<file path="config.mk">
export PLATFORM = sky130hd
export DESIGN_NAME = pipe_skid_reg
export DESIGN_NICKNAME = d
export VERILOG_FILES = /design/src/rtl/pipe_pkg.sv /design/src/rtl/pipe_slot.sv /design/src/rtl/pipe_skid_reg.sv
export SDC_FILE = /design/constraint.sdc
export NUM_CORES = 1
export LEC_CHECK = 0
export ABC_AREA = 1
export BUFFER_PORTS_ARGS = -buffer_cell sky130_fd_sc_hd__buf_2
export CAP_MARGIN = 20
export CORE_MARGIN = 2
export CORE_UTILIZATION = 24
export CTS_CLUSTER_SIZE = 20
export DETAILED_ROUTE_END_ITERATION = 8
export GPL_TIMING_DRIVEN = 1
export PLACE_DENSITY_LB_ADDON = 0.3
export SYNTH_ARGS = -nofsm -noshare
export SYNTH_HDL_FRONTEND = slang
export SYNTH_HIERARCHICAL = 1
export SYNTH_SLANG_ARGS = --single-unit
</file>
<file path="constraint.sdc">
create_clock -name clk -period 1.6 [get_ports clk]
set_input_delay 0.16 -clock clk [delete_from_list [all_inputs] [get_ports clk]]
set_output_delay 0.16 -clock clk [all_outputs]
set_load 0.1 [all_outputs]
</file>
<file path="src/rtl/pipe_pkg.sv">
// Shared definitions for pipeline stage-boundary registers: bubble encoding,
// skid-buffer occupancy states and default payload widths.
package pipe_pkg;

    localparam logic [31:0] RV_NOP      = 32'h0000_0013;  // ADDI x0,x0,0
    localparam int          DEF_INSTR_W = 32;
    localparam int          DEF_ADDR_W  = 32;

    typedef enum logic [1:0] {
        EMPTY = 2'd0,
        ONE   = 2'd1,
        TWO   = 2'd2
    } skid_state_e;

endpackage

</file>
<file path="src/rtl/pipe_slot.sv">
// One payload register entry (instr/addr/bubble) with load enable; carries no
// valid bit, occupancy is tracked by the owning stage.
module pipe_slot
    import pipe_pkg::*;
#(
    parameter int                 INSTR_W     = DEF_INSTR_W,
    parameter int                 ADDR_W      = DEF_ADDR_W,
    parameter logic [INSTR_W-1:0] RESET_INSTR = INSTR_W'(RV_NOP)
) (
    input  logic               clk,
    input  logic               rst_n,
    input  logic               load,
    input  logic [INSTR_W-1:0] load_instr,
    input  logic [ADDR_W-1:0]  load_addr,
    input  logic               load_bubble,
    output logic [INSTR_W-1:0] instr,
    output logic [ADDR_W-1:0]  addr,
    output logic               bubble
);

    // NOTE: sequential state uses non-blocking assignments so every register
    // samples pre-edge values regardless of process evaluation order.
    always_ff @(posedge clk or negedge rst_n) begin
        if (!rst_n) begin
            instr  <= RESET_INSTR;
            addr   <= '0;
            bubble <= 1'b0;
        end else if (load) begin
            instr  <= load_instr;
            addr   <= load_addr;
            bubble <= load_bubble;
        end
    end

endmodule

</file>
<file path="src/rtl/pipe_skid_reg.sv">
// Stage-boundary register with valid/ready handshake, two-entry skid buffer and
// flush-to-NOP squashing. Optional PIPE_SKID_STATS_EN adds stall/bubble counters.
module pipe_skid_reg
    import pipe_pkg::*;
#(
    parameter int                 INSTR_W = DEF_INSTR_W,
    parameter int                 ADDR_W  = DEF_ADDR_W,
    parameter logic [INSTR_W-1:0] NOP_VAL = INSTR_W'(RV_NOP)
) (
    input  logic               clk,
    input  logic               rst_n,
    input  logic               in_valid,
    output logic               in_ready,
    input  logic [INSTR_W-1:0] in_instr,
    input  logic [ADDR_W-1:0]  in_addr,
    input  logic               flush,
    output logic               out_valid,
    input  logic               out_ready,
    output logic [INSTR_W-1:0] out_instr,
    output logic [ADDR_W-1:0]  out_addr,
    output logic               out_bubble
`ifdef PIPE_SKID_STATS_EN
    ,
    output logic [15:0]        stall_cnt,
    output logic [15:0]        bubble_cnt
`endif
);

    skid_state_e        state_q, state_nxt;
    logic               in_ready_q;
    logic               accept, pop;
    logic               main_load, skid_load;
    logic [INSTR_W-1:0] main_instr_nxt, main_instr, skid_instr;
    logic [ADDR_W-1:0]  main_addr_nxt, main_addr, skid_addr;
    logic               main_bubble_nxt, main_bubble, skid_bubble;

    assign accept = in_valid & in_ready_q;
    assign pop    = out_valid & out_ready;

    // NOTE: every always_comb output gets a default first so no path can
    // leave a signal unassigned and infer a latch.
    always_comb begin
        state_nxt       = state_q;
        main_load       = 1'b0;
        skid_load       = 1'b0;
        main_instr_nxt  = in_instr;
        main_addr_nxt   = in_addr;
        main_bubble_nxt = 1'b0;

        if (flush) begin
            // Wrong-path entries are dropped; a same-cycle arrival becomes a bubble.
            if (accept) begin
                main_load       = 1'b1;
                main_instr_nxt  = NOP_VAL;
                main_bubble_nxt = 1'b1;
                state_nxt       = ONE;
            end else begin
                state_nxt = EMPTY;
            end
        end else begin
            unique case (state_q)
                EMPTY: begin
                    if (accept) begin
                        main_load = 1'b1;
                        state_nxt = ONE;
                    end
                end
                ONE: begin
                    if (accept && pop) begin
                        main_load = 1'b1;
                    end else if (accept) begin
                        skid_load = 1'b1;
                        state_nxt = TWO;
                    end else if (pop) begin
                        state_nxt = EMPTY;
                    end
                end
                TWO: begin
                    if (pop) begin
                        main_load       = 1'b1;
                        main_instr_nxt  = skid_instr;
                        main_addr_nxt   = skid_addr;
                        main_bubble_nxt = skid_bubble;
                        state_nxt       = ONE;
                    end
                end
                default: state_nxt = EMPTY;
            endcase
        end
    end

    // in_ready comes straight from a flop, keeping out_ready off any upstream path.
    always_ff @(posedge clk or negedge rst_n) begin
        if (!rst_n) begin
            state_q    <= EMPTY;
            in_ready_q <= 1'b1;
        end else begin
            state_q    <= state_nxt;
            in_ready_q <= (state_nxt != TWO);
        end
    end

    pipe_slot #(.INSTR_W(INSTR_W), .ADDR_W(ADDR_W), .RESET_INSTR(NOP_VAL)) u_main (
        .clk         (clk),
        .rst_n       (rst_n),
        .load        (main_load),
        .load_instr  (main_instr_nxt),
        .load_addr   (main_addr_nxt),
        .load_bubble (main_bubble_nxt),
        .instr       (main_instr),
        .addr        (main_addr),
        .bubble      (main_bubble)
    );

    pipe_slot #(.INSTR_W(INSTR_W), .ADDR_W(ADDR_W), .RESET_INSTR(NOP_VAL)) u_skid (
        .clk         (clk),
        .rst_n       (rst_n),
        .load        (skid_load),
        .load_instr  (in_instr),
        .load_addr   (in_addr),
        .load_bubble (1'b0),
        .instr       (skid_instr),
        .addr        (skid_addr),
        .bubble      (skid_bubble)
    );

    assign in_ready   = in_ready_q;
    assign out_valid  = (state_q != EMPTY);
    assign out_instr  = out_valid ? main_instr : NOP_VAL;
    assign out_addr   = main_addr;
    assign out_bubble = out_valid & main_bubble;

`ifdef PIPE_SKID_STATS_EN
    always_ff @(posedge clk or negedge rst_n) begin
        if (!rst_n) begin
            stall_cnt  <= '0;
            bubble_cnt <= '0;
        end else begin
            if (in_valid && !in_ready_q && stall_cnt != 16'hFFFF)
                stall_cnt <= stall_cnt + 16'd1;
            if (flush && accept && bubble_cnt != 16'hFFFF)
                bubble_cnt <= bubble_cnt + 16'd1;
        end
    end
`endif

endmodule
</file>
=== Word level (Yosys, flattened, before mapping) ===
Index checks and enable logic that the tools add are counted.

* Bitwise gates (word level): 3
* Equality and inequality tests: 3
* Reductions and logical operators: 3
* Muxes and demuxes: 25

{| class="wikitable"
|+ Operators by type and width
! kind !! count
|-
| $mux W32 || 8
|-
| $mux W2 || 6
|-
| $mux W1 || 9
|-
| $pmux W2 S3 || 1
|-
| $and A1 B1 Y1 || 3
|-
| $pmux W1 S3 || 1
|-
| $eq A2 B1 Y1 const B || 1
|-
| $eq A2 B2 Y1 const B || 1
|-
| $logic_not A2 Y1 || 1
|-
| $ne A2 B2 Y1 const B || 1
|-
| $reduce_bool A2 Y1 || 1
|-
| $logic_and A1 B1 Y1 || 1
|}

* Word-level logic and storage cells: 41
* Output and inout port bits: 67
* Flip-flop bits (word level): 132
* Input bits: 69

=== Logic depth before layout (Yosys ltp) ===
Gate-level depths: netlist of run 1.

* Word-level depth: 8
* Gate-level depth with buffers: 10
* Mapped depth without buffers: 8

=== By module ===
The synthesis of run 1 kept the hierarchy.

{| class="wikitable"
|+ By module, submodules not included
! module !! sequential area each (um2) !! area each (um2) !! times used !! cells each
|-
| pipe_slot || 1630.3 || 2476.1 || 2 || 275
|-
| pipe_skid_reg || 76.3 || 1816.7 || 1 || 430
|}

=== Least setup slack after synthesis of run 1 ===
Ideal clock, no wire load.

* Kind: register -> output
* Start point: reg state_q[0]
* End point: out out_bubble
* Arrival: 1.969 ns
* Stages on the path, launching flop included: 4
* Path buffers: 1
* Setup slack: -0.529 ns
* Cells stage by stage: dfrtp_1 > nor2_1 > clkbuf_1 > nor2_1

* Longest elaborated chain between the ends: 2

{| class="wikitable"
|+ Ends and longest elaborated chain
! element !! RTL line !! text
|-
| from (decl) || pipe_skid_reg.sv:29 || <nowiki>skid_state_e state_q, state_nxt;</nowiki>
|-
| from (signal assigned) || pipe_skid_reg.sv:98 || <nowiki>state_q <= state_nxt;</nowiki>
|-
| $reduce_bool A2 Y1 || pipe_skid_reg.sv:128 || <nowiki>assign out_valid = (state_q != EMPTY);</nowiki>
|-
| $and A1 B1 Y1 || pipe_skid_reg.sv:131 || <nowiki>assign out_bubble = out_valid & main_bubble;</nowiki>
|-
| to (decl) || pipe_skid_reg.sv:21 || <nowiki>output logic out_bubble</nowiki>
|}

Every way passes these cells.

=== Worst setup path in the final report of run 1 ===
* Start point: reg in_ready_q (netlist: in_ready)
* End point: reg u_skid.addr[19]

* Longest elaborated chain between the ends: 5

{| class="wikitable"
|+ Ends and longest elaborated chain
! element !! RTL line !! text
|-
| from (decl) || pipe_skid_reg.sv:30 || <nowiki>logic in_ready_q;</nowiki>
|-
| from (signal assigned) || pipe_skid_reg.sv:99 || <nowiki>in_ready_q <= (state_nxt != TWO);</nowiki>
|-
| $and A1 B1 Y1 * || pipe_skid_reg.sv:37 || <nowiki>assign accept = in_valid & in_ready_q;</nowiki>
|-
| $mux W1 or $logic_and A1 B1 Y1 (tied branches) || pipe_skid_reg.sv:71, pipe_skid_reg.sv:69 ||
|-
| $mux W1 * || pipe_skid_reg.sv:69 || <nowiki>if (accept && pop) begin</nowiki>
|-
| $mux W1 * || pipe_skid_reg.sv:61 || <nowiki>unique case (state_q)</nowiki>
|-
| $mux W1 * || pipe_skid_reg.sv:50 || <nowiki>if (flush) begin</nowiki>
|-
| net skid_load || pipe_skid_reg.sv:32 || <nowiki>logic main_load, skid_load;</nowiki>
|-
| to (signal assigned) || pipe_slot.sv:30 || <nowiki>addr <= load_addr;</nowiki>
|-
| to (decl) || pipe_slot.sv:17 || <nowiki>output logic [ADDR_W-1:0] addr,</nowiki>
|}

The timed path passes the listed nets; every way through them passes the cells marked *.
A chain may end at the register's enable or synchronous reset.

==> results.toml, run 1 <==
[setup_path]
cp_slowest_cell = "dfstp_4"
path_cells = "nand2_4 > inv_4 > nand2_4 > nor4_4 > buf_6 > clkinv_8 > clkbuf_16 > nand2_1 > nand2_1"
rrSetupSlack_ps = -140
cp-start-kind = "register"
worstPathRequired_ps = 1900
critPathBufInv = 4
critical_path.endpoint_type = "register"
path_max_fanout = 8
crit_type = "register to register"
cp.arrival_ps = 2050
max_stage_delay_ps = 620
crit_family = "flip-flops"

[sta]
fin_ws_ps = -141
finalSetupTns_ps = -9920
fin_worst_skew_ps = 6.66
min_period_over_period_pct = 109
period_needed_ps = 1740
finalHoldViolCount = 0
finalSetupViolations = 160
rsz0062_at_grt = "true"
maxSlewViolCount = 0
fmax_mhz = 574

[clocking]
clk_pin_slew_ps = 60
insertion_delay_ps = 420
clock_sinks = 133
cts_buffers = 17
cts_root_buf = "clkbuf_16"
cts_max_level = 4
clock_path_buffers = 2
cts_tree = "done"

[global_routing]
grt_pass1_vias = 6212
grt_first_pass_wirelength_um = 33600
grt.total_usage_pct = 14.7
grt_max_degree = 41
antenna_found_initial = 1
grt-ovfl-total = 0

[yosys]
synth_seq_area_share_pct = 49.3
synth_area_um2 = 6770
synth.distinct_cells = 20
synth_nets = 1049
ys_warn_count = 6
avgSynthCellArea_um2 = 6.91
synth_cells = 980
synth_seq_cells = 133

[floorplanning]
die_h_um = 172
fp.dieW_um = 172
rows = 61
start_util_pct = 24.4
io_pins = 136
core_area_um2 = 27800
die_area_um2 = 29600

[status]
violations = "negative setup slack"
status = "finished with violations"

[flow_run]
maxCapViolCount = 0

[pwr]
worst_ir_drop_vdd_uv = 605
p_per_area_nw_per_um2 = 1350
p_leak_nw = 5.84

[drt]
viasPerCell = 4.03
antenna_left = 0
firstDrtPassIters = 4
vias = 6467
wl_per_cell_um = 14.5
first_iter_violations = 391
remaining_drc_errors = 0
finalWirelength_um = 23300

[placement]
pre_cts_ws_ps = -14.7
dpl_cell_area_um2 = 8380
portBuffers = 135
gp_congestion = 0.729
hpwl_um = 12800
place_inst = 1470

[final_layout]
mostFrequentLayoutCell = "nand2_1"
final_cell_mix = "517 x nand2_1, 124 x dfrtp_1, 99 x buf_2"
fin_cells = 1605
fin_area_um2 = 11000
nets = 1282
area_growth_pct = 62.1
fin_util_pct = 39.5
drive_above_1_share_pct = 29.7

[hold_path]
hold_class = "input port to register"
## metrics by stage
stage / hold WS, ps / total power [mW]
global placement: 124 / 9.74
global route: 45.6 / 15.6
finish: 37.6 / 14.8
CTS: 1.29 / 14.4
detailed placement: 128 / 9.80
floorplan: -136 / 8.53
## Yosys cell counts
library cell,instances,share of area (%)
inv_2,4,0.22
nand3_2,1,0.15
nand2_2,1,0.092
or2_2,3,0.28
buf_6,13,2.2
dfstp_2,7,2.7
clkbuf_1,8,0.44
a21oi_1,2,0.15
buf_2,26,1.9
nand2_1,592,33
conb_1,1,0.055
dfrtp_1,126,47
nor2_1,32,1.8
inv_1,93,5.2
buf_1,2,0.11
nand3_1,62,4.6
nor2_4,1,0.17
nor4_1,1,0.092
o21ai_0,1,0.074
buf_4,4,0.44
## area by class of cell
| class | instances | area, um2 |
|---|---|---|
| fill | 2882 | 16800 |
| sequential | 133 | 3340 |
| multi-input combinational | 697 | 3210 |
| timing repair buffer | 266 | 2940 |
| tap | 378 | 473 |
| clock buffer | 20 | 457 |
| inverter | 97 | 387 |
| clock inverter | 12 | 145 |
| timing repair inverter | 1 | 11.3 |
| antenna | 1 | 2.50 |
## worst register-to-register path, cell delays in order, from the launching register on
cell and delay, ps:
dfstp_4 620, nand2_4 60, inv_4 60, nand2_4 50
nor4_4 200, buf_6 210, clkinv_8 110, clkbuf_16 190
nand2_1 80, nand2_1 60
## registers in the layout, indices dropped and copies added, names as in the netlist
signal         cells
in_ready           1
state_q            2
u_main/addr       32
u_main/bubble      1
u_main/instr      32
u_skid/addr       32
u_skid/bubble      1
u_skid/instr      32
## logic make-up after synthesis
kind of cell	Yosys count	synth area share, %
other	1	0.0554
buffers and inverters	150	10.5
flip-flops	133	49.3
AO/OA/AOI/OAI	3	0.222
AND/OR/NAND/NOR	693	40.0
## what timing repair did
| action | 4_1_cts | 5_1_grt |
|---|---|---|
| hold buffers | 64 | 0 |
| pin swaps | 2 | 19 |
| setup buffers | 9 | 9 |
| endpoints found under the setup margin | 73 | 164 |
| resized for setup | 75 | 141 |
| gates cloned | 5 | 16 |
| endpoints found under the hold margin | 91 | 0 |
## per-layer routing
| layer | vias to the layer above | GRT usage, % | share of wire [%] |
|---|---|---|---|
| li1 | 3372 | - | - |
| met1 | 2970 | 20.2 | 50 |
| met2 | 108 | 24.0 | 47 |
| met3 | 17 | 2.66 | 2.9 |
| met4 | 0 | 3.73 | 1.0 |
| met5 | - | 0 | 0 |
## where the power goes
part	internal, mW	switching [mW]
Sequential	4.30	0.603
Combinational	1.91	4.00
Clock	2.41	1.62
## final timing paths
check / depth (start not counted) / to / startpoint
setup / recovery: 9 / u_skid/addr[19] / in_ready
hold / removal: 3 / u_skid/instr[27] / in_instr[27]
setup reg to reg: 9 / u_skid/addr[19] / in_ready
hold reg to reg: 2 / u_skid/instr[4] / u_skid/instr[4]
max in group asynchronous: 3 / u_skid/addr[26] / rst_n
min in group asynchronous: 2 / u_main/instr[7] / rst_n
Power figures use the tool's default switching activity.
==> run 2, diff against run 1 <==
ABC_AREA = not set   (was 1)
PLACE_DENSITY = 0.43   (was not set)
PLACE_DENSITY_LB_ADDON = not set   (was 0.3)
==> results.toml, run 2 <==
[status]
status = "finished with violations"
violations = "negative setup slack"

[yosys]
synth_area_um2 = 6570
synth_commonest_cells = "164 x nand2_1, 126 x dfrtp_1, 100 x mux2_4"
avgSynthCellArea_um2 = 12.1
yosys-top-cells-area = "dfrtp_1 48%, mux2_4 23%, nand2_1 9.4%"
synth_flop_cell = "dfrtp_1"
synth_cells = 545
synth_seq_area_share_pct = 50.8
synth.most_common_cell = "nand2_1"
ys_warn_count = 6
synth.distinct_cells = 28
synth-edff-count = 0
yosys.area.top_type = "dfrtp_1"
async_reset_ff_share_pct = 100
synth_top_cell_area_share_pct = 48.0
synth_seq_cells = 133
synth_nets = 614

[sta]
min_period_over_period_pct = 123
rsz0062_at_grt = "true"
fin_worst_skew_ps = 9.78
finalSetupViolations = 164
fmax_mhz = 506
period_needed_ps = 1980
finalHoldViolCount = 0
fin_ws_ps = -375
maxSlewViolCount = 0
holdWs_ps = 31.3

[setup_path]
cp-start-kind = "register"
max_stage_delay_ps = 380
critPathBufInv = 5
worstPathRequired_ps = 1440
cp_slowest_cell = "dfrtp_1"
critPathMostFrequentCell = "buf_12"
critical_path.endpoint_type = "primary output"
cp.arrival_ps = 1820
path_cells = "buf_6 > buf_12 > nor2_4 > buf_12 > buf_12 > and2b_2 > buf_12"
crit_family = "buffers and inverters"
path_max_fanout = 7
crit_type = "register to primary output"

[floorplanning]
rows = 60
die_area_um2 = 28700
start_util_pct = 24.4
die_h_um = 169
core_area_um2 = 27000
io_pins = 136
fp.dieW_um = 169

[drt]
viasPerCell = 4.11
first_iter_violations = 231
firstDrtPassIters = 4
finalWirelength_um = 17900
remaining_drc_errors = 0
vias = 4776
wl_per_cell_um = 15.4
antenna_left = 0

[final_layout]
area_growth_pct = 61.5
mostFrequentLayoutCell = "nand2_1"
antenna_cells = 0
final_cell_mix = "162 x nand2_1, 130 x mux2_4, 126 x dfrtp_1"
drive_above_1_share_pct = 52.1
fin_area_um2 = 10600
fill_cells = 2559
nets = 876

[clocking]
clk_pin_slew_ps = 60
cts_max_level = 4
clock_path_buffers = 2
cts_root_buf = "clkbuf_16"
cts_buffers = 17
insertion_delay_ps = 410
clock_sinks = 133
cts_tree = "done"

[pwr]
p_per_area_nw_per_um2 = 1460
power_mw = 15.5
p_leak_nw = 5.12
worst_ir_drop_vdd_uv = 603

[hold_path]
hold_class = "input port to register"

[placement]
dpl_cell_area_um2 = 8200
portBuffers = 135
gp_congestion = 0.701
hpwl_um = 10800
pre_cts_ws_ps = -242

[flow_run]
maxCapViolCount = 0

[global_routing]
grt_pass1_vias = 5222
grt_first_pass_wirelength_um = 28700
grt-ovfl-total = 0
antenna_found_initial = 0
grt.total_usage_pct = 13.0
grt_max_degree = 47
## run 2: cell types whose count changed after synthesis, sizes merged, moves of 2 or more
cell    change
buf        -17
and2b      +20
nand3      -58
a21oi      +27
clkbuf      -2
nor2b      +10
nor2       -29
inv        -95
nand2     -429
mux2      +130
## run 2: repair_timing
item | CTS | global route
resized for setup | 176 | 29
hold buffers | 62 | 0
buffers inserted | 19 | 7
hold endpoints to repair | 100 | 0
endpoints found under the setup margin | 164 | 165
cloned | 9 | 3
pin swaps | 5 | 6
## run 2: final timing paths
kind / endpoint / startpoint / slack (ps) / depth (start not counted)
max in group asynchronous: in_ready / rst_n / 730 / 3
min: u_skid/addr[10] / in_addr[10] / 30 / 2
max reg2reg: u_main/instr[31] / state_q[1] / -330 / 10
min in group asynchronous: u_main/addr[20] / rst_n / 230 / 2
max: out_instr[28] / state_q[1] / -380 / 7
min reg2reg: u_main/addr[11] / u_main/addr[11] / 500 / 1
## run 2: layer usage
metal / global-route usage (%) / share of wire [%] / vias up
met2: 20.7 / 47 / 80
li1: - / - / 2349
met4: 3.90 / 1.1 / 0
met5: 0 / 0 / -
met1: 17.7 / 49 / 2339
met3: 2.75 / 3.1 / 8
## run 2: area by class of cell
class | count | area [um2] | area share (%)
Sequential cell | 133 | 3340 | 31.5
Multi-Input combinational cell | 376 | 3280 | 30.9
Timing Repair Buffer | 277 | 2890 | 27.2
Clock buffer | 19 | 443 | 4.18
Tap cell | 341 | 427 | 4.02
Clock inverter | 13 | 229 | 2.16
Inverter | 2 | 7.51 | 0.0708
## run 2: metrics by stage
step / instances / setup TNS [ps] / util [%]
5_1_grt: 1161 / -51690 / 39.4
6_report: 1161 / -41640 / 39.4
4_1_cts: 1161 / -55650 / 39.1
3_3_place_gp: 1039 / -26090 / 30.4
3_5_place_dp: 1039 / -26530 / 30.4
2_1_floorplan: 545 / -53320 / -
## run 2: power by group
part / internal, mW / switching, mW
clock network: 2.97 / 1.54
registers: 4.29 / 0.495
logic: 2.71 / 3.48
## run 2: logic make-up (layout without fill, tap and decap cells)
group / after synthesis / count (layout) / synth area share (%)
mux: 130 / 130 / 28.0
buf+inv: 36 / 311 / 4.06
simple gates: 212 / 212 / 14.2
flops: 133 / 133 / 50.8
other cells: 1 / 1 / 0.0571
compound gates: 33 / 33 / 2.86
